[src/rtl/pipe_pkg.sv]
// Shared definitions for the obstacle-field scheduler, height lookup and obstacle renderer.
// Slot count and index width are fixed to match the five-entry height lookup tables.
package pipe_pkg;

    localparam int NUM_SLOTS     = 5;
    localparam int IDX_W         = 3;
    localparam int PITCH_DEFAULT = 160;
    localparam int SCORE_W_DEF   = 10;
    localparam int SCROLL_W      = 10;

    typedef enum logic [1:0] {
        ST_IDLE   = 2'd0,
        ST_RUN    = 2'd1,
        ST_FROZEN = 2'd2
    } sched_state_t;

    // Next rotation index, wrapping from NUM_SLOTS-1 back to 0.
    function automatic logic [IDX_W-1:0] slot_next(input logic [IDX_W-1:0] idx);
        return (idx == IDX_W'(NUM_SLOTS - 1)) ? '0 : idx + IDX_W'(1);
    endfunction

endpackage

[src/rtl/slot_ring_counter.sv]
// Modulo-NUM_SLOTS rotation counter with synchronous clear (priority) and enable.
module slot_ring_counter
    import pipe_pkg::*;
(
    input  logic             clk,
    input  logic             reset,
    input  logic             clr,
    input  logic             en,
    output logic [IDX_W-1:0] idx
);

    always_ff @(posedge clk or posedge reset) begin
        if (reset) begin
            idx <= '0;
        end else if (clr) begin
            idx <= '0;
        end else if (en) begin
            idx <= slot_next(idx);
        end
    end

endmodule

[src/rtl/pipe_scroll_sched.sv]
// Obstacle-field scheduler: scrolls the pipe field per frame, steps the pipe/coin rotation
// indices each time a pitch scrolls past, and tracks which on-screen coins remain.
//
//   state     | meaning
//   ----------+-----------------------------------------------------------
//   ST_IDLE   | after reset, waiting for start; field static
//   ST_RUN    | game running; frame ticks scroll the field, collects apply
//   ST_FROZEN | bird crashed; field held until the next start
module pipe_scroll_sched
    import pipe_pkg::*;
#(
    parameter int PITCH   = PITCH_DEFAULT,
    parameter int SCORE_W = SCORE_W_DEF
) (
    input  logic                 clk,
    input  logic                 reset,
    input  logic                 frame_tick,
    input  logic                 start,
    input  logic                 crash,
    input  logic [2:0]           speed,
    input  logic [NUM_SLOTS-1:0] collect,
    output logic [IDX_W-1:0]     pipe_idx,
    output logic [IDX_W-1:0]     coin_idx,
    output logic [SCROLL_W-1:0]  scroll_x,
    output logic [NUM_SLOTS-1:0] coin_valid,
    output logic                 advance,
    output logic [SCORE_W-1:0]   pass_count,
    output logic                 running
);

    sched_state_t state, state_nxt;

    logic                 in_run;
    logic                 reinit;
    logic                 wrap;
    logic [SCROLL_W:0]    sum;
    logic [SCROLL_W-1:0]  scroll_nxt;
    logic [NUM_SLOTS-1:0] cv_kept;
    logic [NUM_SLOTS-1:0] cv_nxt;
    logic [SCORE_W-1:0]   pass_nxt;

    always_ff @(posedge clk or posedge reset) begin
        if (reset) begin
            state <= ST_IDLE;
        end else begin
            state <= state_nxt;
        end
    end

    always_comb begin
        state_nxt = state;
        case (state)
            ST_IDLE:   if (start) state_nxt = ST_RUN;
            ST_RUN:    if (crash) state_nxt = ST_FROZEN;
            ST_FROZEN: if (start) state_nxt = ST_RUN;
            default:   state_nxt = ST_IDLE;
        endcase
    end

    assign in_run  = (state == ST_RUN);
    assign running = in_run;
    // Start only re-initialises when it actually enters RUN; a start while running is ignored.
    assign reinit  = start && (state == ST_IDLE || state == ST_FROZEN);
    assign sum     = {1'b0, scroll_x} + (SCROLL_W + 1)'(speed);
    assign wrap    = in_run && frame_tick && (sum >= (SCROLL_W + 1)'(PITCH));
    assign cv_kept = coin_valid & ~collect;

    always_comb begin
        scroll_nxt = scroll_x;
        cv_nxt     = coin_valid;
        pass_nxt   = pass_count;
        if (reinit) begin
            scroll_nxt = '0;
            cv_nxt     = '1;
            pass_nxt   = '0;
        end else if (in_run) begin
            // Collect applies to the pre-shift slots; the shift then retires slot 0.
            cv_nxt = cv_kept;
            if (wrap) begin
                scroll_nxt = SCROLL_W'(sum - (SCROLL_W + 1)'(PITCH));
                cv_nxt     = {1'b1, cv_kept[NUM_SLOTS-1:1]};
                pass_nxt   = (pass_count == '1) ? pass_count : pass_count + SCORE_W'(1);
            end else if (frame_tick) begin
                scroll_nxt = sum[SCROLL_W-1:0];
            end
        end
    end

    always_ff @(posedge clk or posedge reset) begin
        if (reset) begin
            scroll_x   <= '0;
            coin_valid <= '1;
            pass_count <= '0;
            advance    <= 1'b0;
        end else begin
            scroll_x   <= scroll_nxt;
            coin_valid <= cv_nxt;
            pass_count <= pass_nxt;
            advance    <= wrap;
        end
    end

    slot_ring_counter u_pipe_ctr (
        .clk   (clk),
        .reset (reset),
        .clr   (reinit),
        .en    (wrap),
        .idx   (pipe_idx)
    );

    slot_ring_counter u_coin_ctr (
        .clk   (clk),
        .reset (reset),
        .clr   (reinit),
        .en    (wrap),
        .idx   (coin_idx)
    );

endmodule

[config.mk]
export PLATFORM = sky130hd
export DESIGN_NAME = pipe_scroll_sched
export DESIGN_NICKNAME = d
export VERILOG_FILES = /design/src/rtl/pipe_pkg.sv /design/src/rtl/slot_ring_counter.sv /design/src/rtl/pipe_scroll_sched.sv
export SDC_FILE = /design/constraint.sdc
export NUM_CORES = 1
export LEC_CHECK = 0
export CORE_UTILIZATION = 35
export CTS_BUF_LIST = sky130_fd_sc_hd__clkbuf_16
export DETAILED_ROUTE_END_ITERATION = 8
export GPL_TIMING_DRIVEN = 0
export PLACE_DENSITY = 0.64
export SYNTH_ARGS = -nofsm -noshare
export SYNTH_HDL_FRONTEND = slang
export SYNTH_SLANG_ARGS = --single-unit
[constraint.sdc]
create_clock -name clk -period 8.95 [get_ports clk]
set_input_delay 2.685 -clock clk [delete_from_list [all_inputs] [get_ports clk]]
set_output_delay 2.685 -clock clk [all_outputs]
set_load 0.01 [all_outputs]
-- After elaboration in Yosys (flattened, before gate mapping)
Cells that the tools add are included.
- input port bits: 13
- output and inout port bits: 33
- register bits: 34
- word-level logic and storage cells: 55
- eq/ne operators: 8
- $lt $le $gt $ge: 1
- reductions and logical operators: 12
- muxes and demuxes: 20
- bitwise logic cells: 2
- add/sub/neg operators: 5
- operators by type and width (cell ; count):
    two-way mux 10 bit ; 8
    two-way mux 3 bit ; 6
    two-way mux 5 bit ; 3
    adder 10 x 3 -> 11 bit ; 1
    >= comparator 11 x 8 -> 1 bit (second input constant) ; 1
    adder 10 x 1 -> 10 bit (second input constant) ; 1
    == test 10 bit (second input constant) ; 1
    subtractor 10 x 8 -> 10 bit (second input constant) ; 1
    adder 3 x 1 -> 3 bit (second input constant) ; 2
    == test 3 bit (second input constant) ; 2
    AND 5 bit ; 1
    inverter 5 bit ; 1
    two-way mux 2 bit ; 2
    != test 2 bit (second input constant) ; 2
    one-hot mux 2 bit (2 select lines) ; 1
    AND reduction 2 bit ; 2
    nonzero test 2 bit ; 2
    logical AND 1 bit ; 3
    AND reduction 3 bit ; 1
    nonzero test 3 bit ; 1
    == test 2 x 1 -> 1 bit (second input constant) ; 1
    == test 2 bit (second input constant) ; 1
    zero test 2 bit ; 1
    != test 2 x 1 -> 1 bit (second input constant) ; 1
    other kinds (2) ; 2

-- Longest topological paths before layout
- depth in word-level cells: 6
- depth in mapped cells: 16
- gate-level depth less buffers: 15

-- Cells and area by module
Synthesis repeated with hierarchy kept, for this count alone.
- cells, all modules: 234
- area total of the unflattened synthesis: 2150.8 sq um
- modules (own cells, without submodules) (module ; area an instance (sq um) ; cells each ; seq. area each (sq um) ; instances):
    pipe_scroll_sched ; 1808.0 ; 199 ; 706.9 ; 1
    slot_ring_counter (u_pipe_ctr) ; 172.7 ; 18 ; 75.1 ; 1
    slot_ring_counter (u_coin_ctr) ; 170.2 ; 17 ; 75.1 ; 1

-- Worst setup path after synthesis
Ideal clock, no wire load.
- path kind: input to register
- from: input speed[0]
- to: register pass_count[9]
- library setup time: 0.078 ns
- data arrival time: 5.666 ns
- data required time: 8.872 ns
- path buffers: 0
- cell stages on the path: 13
- setup slack: 3.205 ns
- cell sequence: ha_1 inv_1 fa_1 nor2b_1 o2111ai_1 xnor2_1 inv_1 ha_1 o32a_1 o2111ai_2 o21ai_2 or4_1 a21oi_1
- cells in the longest elaborated chain, start to end: 5
- RTL lines (element ; RTL line ; source):
    start, declared ; pipe_scroll_sched.sv:20 ; input logic [2:0] speed,
    adder 10 x 3 -> 11 bit ; pipe_scroll_sched.sv:64 ; assign sum = {1'b0, scroll_x} + (SCROLL_W + 1)'(speed);
    >= comparator 11 x 8 -> 1 bit ; pipe_scroll_sched.sv:65 ; assign wrap = in_run && frame_tick && (sum >= (SCROLL_W + 1)'(PITCH));
    logical AND 1 bit ; pipe_scroll_sched.sv:65 ;
    nonzero test 2 bit (no line) ; -- ;
    AND reduction 3 bit (no line) ; -- ;
    end signal, assigned ; pipe_scroll_sched.sv:98 ; pass_count <= pass_nxt;
    end, declared ; pipe_scroll_sched.sv:27 ; output logic [SCORE_W-1:0] pass_count,
No other way between the ends.
A chain may end at the register's enable or synchronous reset.

-- Worst setup path after layout
- from: input speed[0]
- to: register pass_count[7]
Same word-level chain as after synthesis.

==> results.sh <==
export IMPL_ant_nets=0
export IMPL_synth_nets=260
export IMPL_worstSkewPairLatency_ps=280
export IMPL_numPortBuffers=45
export IMPL_die_h_um=80.32
export IMPL_cts_buffers_inserted=5
export IMPL_grt_pass1_wl_mm=8.928
export IMPL_drt_first_pass_iters=4
export IMPL_synthTopCellsByArea="dfrtp_1, dfstp_2, ha_1"
export IMPL_cp_data_arrival_time_ps=6520
export IMPL_power_density_nw_per_um2=181.2
export IMPL_cts_tree="yes"
export IMPL_timing_rr_start="scroll_x[0]"
export IMPL_drc_errors=0
export IMPL_pre_cts_slack_ps=2294
export IMPL_irDropWorstVdd_mv=0.1019
export IMPL_tightest_slew_ps=598.7
export IMPL_synth_common_cells="nand2_1, dfrtp_1, inv_1"
export IMPL_clockRootBuffer="clkbuf_16"
export IMPL_diodes=0
export IMPL_synth_most_common_cell="nand2_1"
export IMPL_syn_inst=237
export IMPL_hold_viol_final=0
export IMPL_cts_max_path_buffers=2
export IMPL_syn_area_sq_um=2147
export IMPL_synth_top_area_frac=0.3380
export IMPL_cts_resized=0
export IMPL_dp_hpwl_mm=3.960
export IMPL_min_period_over_period=0.7124
export IMPL_totalWireLength_mm=5.431
export IMPL_die_area_sq_um=6451
export IMPL_path_class="input pin to flip-flop"
export IMPL_clkTransAtPathRegs_ps=60
export IMPL_p_seq_frac=0.362
export IMPL_worstSetupEndpointType="flip-flop"
export IMPL_nets=313
export IMPL_ys_seq_elements=34
export IMPL_rrSetupSlack_ps=5060
export IMPL_synth_seq_area_share=0.3992
export IMPL_setup_slack_ps=2574
export IMPL_synthArstFlopShare=1.000
export IMPL_fp_dieW_um=80.32
export IMPL_hold_path_class="flip-flop to flip-flop"
export IMPL_via_per_inst=5.514
export IMPL_cts_setup_buffers=0
export IMPL_rr_endpoint="pass_count[7]"
export IMPL_clkPwrFrac=0.333
export IMPL_start_util=0.3626
export IMPL_drive_gt1_frac=0.09278
export IMPL_io_pins=46
export IMPL_worstRegToRegCells=14
export IMPL_grtUsageTotal=0.1828
export IMPL_holdBufCountCts=0
export IMPL_maxCapViolations=0
export IMPL_coreArea_sq_um=5921
export IMPL_min_path_cells=1
export IMPL_combPwrFrac=0.305
export IMPL_clock_sinks=34
export IMPL_switching_power_mw=0.1707
export IMPL_fin_crit_ps=6376
export IMPL_fill_cells=575
export IMPL_clock_skew_ps=3.612
export IMPL_wire_per_inst_um=14.84
export IMPL_gp_congestion=0.8249
export IMPL_rsz0062_at_grt="no"
export IMPL_slew_headroom=0.5980
export IMPL_p_int_mw=0.3476
export IMPL_synth_edff_count=0
export IMPL_max_freq_mhz=156.8
export IMPL_htreeDepth=2
export IMPL_grt_max_degree=24
export IMPL_dr_first_iter_drc_count=84
export IMPL_grt_pass1_vias=1882
export IMPL_num_rows=28
export IMPL_p_sw_frac=0.3293
export IMPL_syn_area_per_cell_sq_um=9.059
export IMPL_min_to="state[1]"
export IMPL_route_vias_total=2018
export IMPL_start_kind="input pin"
export IMPL_ys_flop_type="dfrtp_1"
export IMPL_tns_ps=0
export IMPL_drv_slew=0
export IMPL_p_leak_nw=1.133
export IMPL_crit_fanout=10
export IMPL_grt_overflow_total=0
export IMPL_ys_types=57
export IMPL_min_delay_start="state[0]"
export IMPL_yosysTopAreaCell="dfrtp_1"
export IMPL_area_growth_pct=33.22
export IMPL_setup_viol=0
export IMPL_status="completed"
export IMPL_yosys_warnings=0
export IMPL_grt_antenna_before_repair=0
export IMPL_worstPathRequired_ps=9090
## how the worst max path moves through the flow
| stage | from | to | slack, ps |
|---|---|---|---|
| finish | speed[0] | pass_count[7] | 2570 |
| global route | speed[0] | pass_count[7] | 2270 |
| CTS | speed[0] | pass_count[3] | 2580 |
| detailed placement | speed[0] | pass_count[3] | 2290 |
| global placement | speed[0] | pass_count[5] | 2350 |
| floorplan | speed[0] | pass_count[9] | 3210 |
## registers in the layout, summed over array words and instances (netlist names)
name            cells
u_pipe_ctr.idx      3
state               2
coin_valid          5
advance             1
pass_count         10
u_coin_ctr.idx      3
scroll_x           10
## layer usage
layer | global-route usage | wire length, um | up-vias
li1 | - | - | 985
met1 | 0.2404 | 2615 | 972
met2 | 0.2949 | 2502 | 49
met3 | 0.03523 | 217 | 12
met4 | 0.06964 | 95 | 0
met5 | 0 | 0 | -
## worst max-delay path: stages
cell	delay, ps
clkdlybuf4s50_1	470
ha_1	210
inv_1	70
fa_1	410
nor2b_1	210
o2111ai_1	220
xnor2_1	430
inv_1	120
ha_1	270
o32a_1	210
o2111ai_2	300
nor2_1	160
clkbuf_1	240
o41ai_1	390
a21oi_1	110
## layout make-up
cell class                 instances  area, sq um  share of cell area
tap                               75        93.84             0.03281
clock buffer                       5        125.1             0.04374
sequential                        34        857.1              0.2997
timing repair buffer              46        478.0              0.1671
clock inverter                     3        16.27            0.005687
buffer                            10        41.29             0.01444
multi-input combinational        176         1185              0.4143
inverter                          17        63.81             0.02231
## kinds of logic (layout without fill, tap and decap cells)
logic type | count (synthesis) | in the layout | share of synthesized area
and+or+nand+nor | 92 | 92 | 0.2220
AOI/OAI and AO/OA | 65 | 65 | 0.2290
DFF | 34 | 34 | 0.3992
buffers and inverters | 27 | 81 | 0.04895
adders and majority gates | 10 | 10 | 0.06177
xor gates and xnor gates | 5 | 5 | 0.02040
muxes | 4 | 4 | 0.01865
## power by group through the flow
| stage | clock [mW] | combinational (mW) | sequential [mW] |
|---|---|---|---|
| final | 0.172 | 0.158 | 0.188 |
| after global routing | 0.181 | 0.173 | 0.190 |
| after CTS | 0.174 | 0.159 | 0.188 |
| after detailed placement | 0 | 0.158 | 0.190 |
| after global placement | 0 | 0.154 | 0.190 |
| after floorplan | 0 | 0.0902 | 0.195 |
## through the flow
step / power, mW / util / instance area [sq um] / hold WS, ps / instances
final: 0.5183 / 0.4831 / 2860 / 527.4 / 366
after global routing: 0.5441 / 0.4831 / 2860 / 552.9 / 366
after floorplan: 0.2855 / - / 2147 / 462.9 / 237
after global placement: 0.3448 / 0.4546 / 2691 / 514.9 / 357
after detailed placement: 0.3483 / 0.4592 / 2719 / 523.5 / 358
after CTS: 0.5208 / 0.4831 / 2860 / 531.4 / 366
## cell usage in the layout, fill, tap and decap left out, types with 3 or more instances in the layout
cell type         n
o31ai_1           6
nor2b_1           4
mux2i_1           4
nor3_1            5
nor2_1           11
clkbuf_1          6
dfstp_2           5
dfrtp_1          29
o41ai_1           4
buf_2             3
clkdlybuf4s50_1  45
xnor2_1           4
inv_1            16
ha_1              9
nand2b_1          4
clkbuf_16         5
o311ai_0          4
nand4_1           6
nand2_1          30
o21ai_0          12
nand3_1          13
a21oi_1          13
Power figures use the tool's default switching activity.
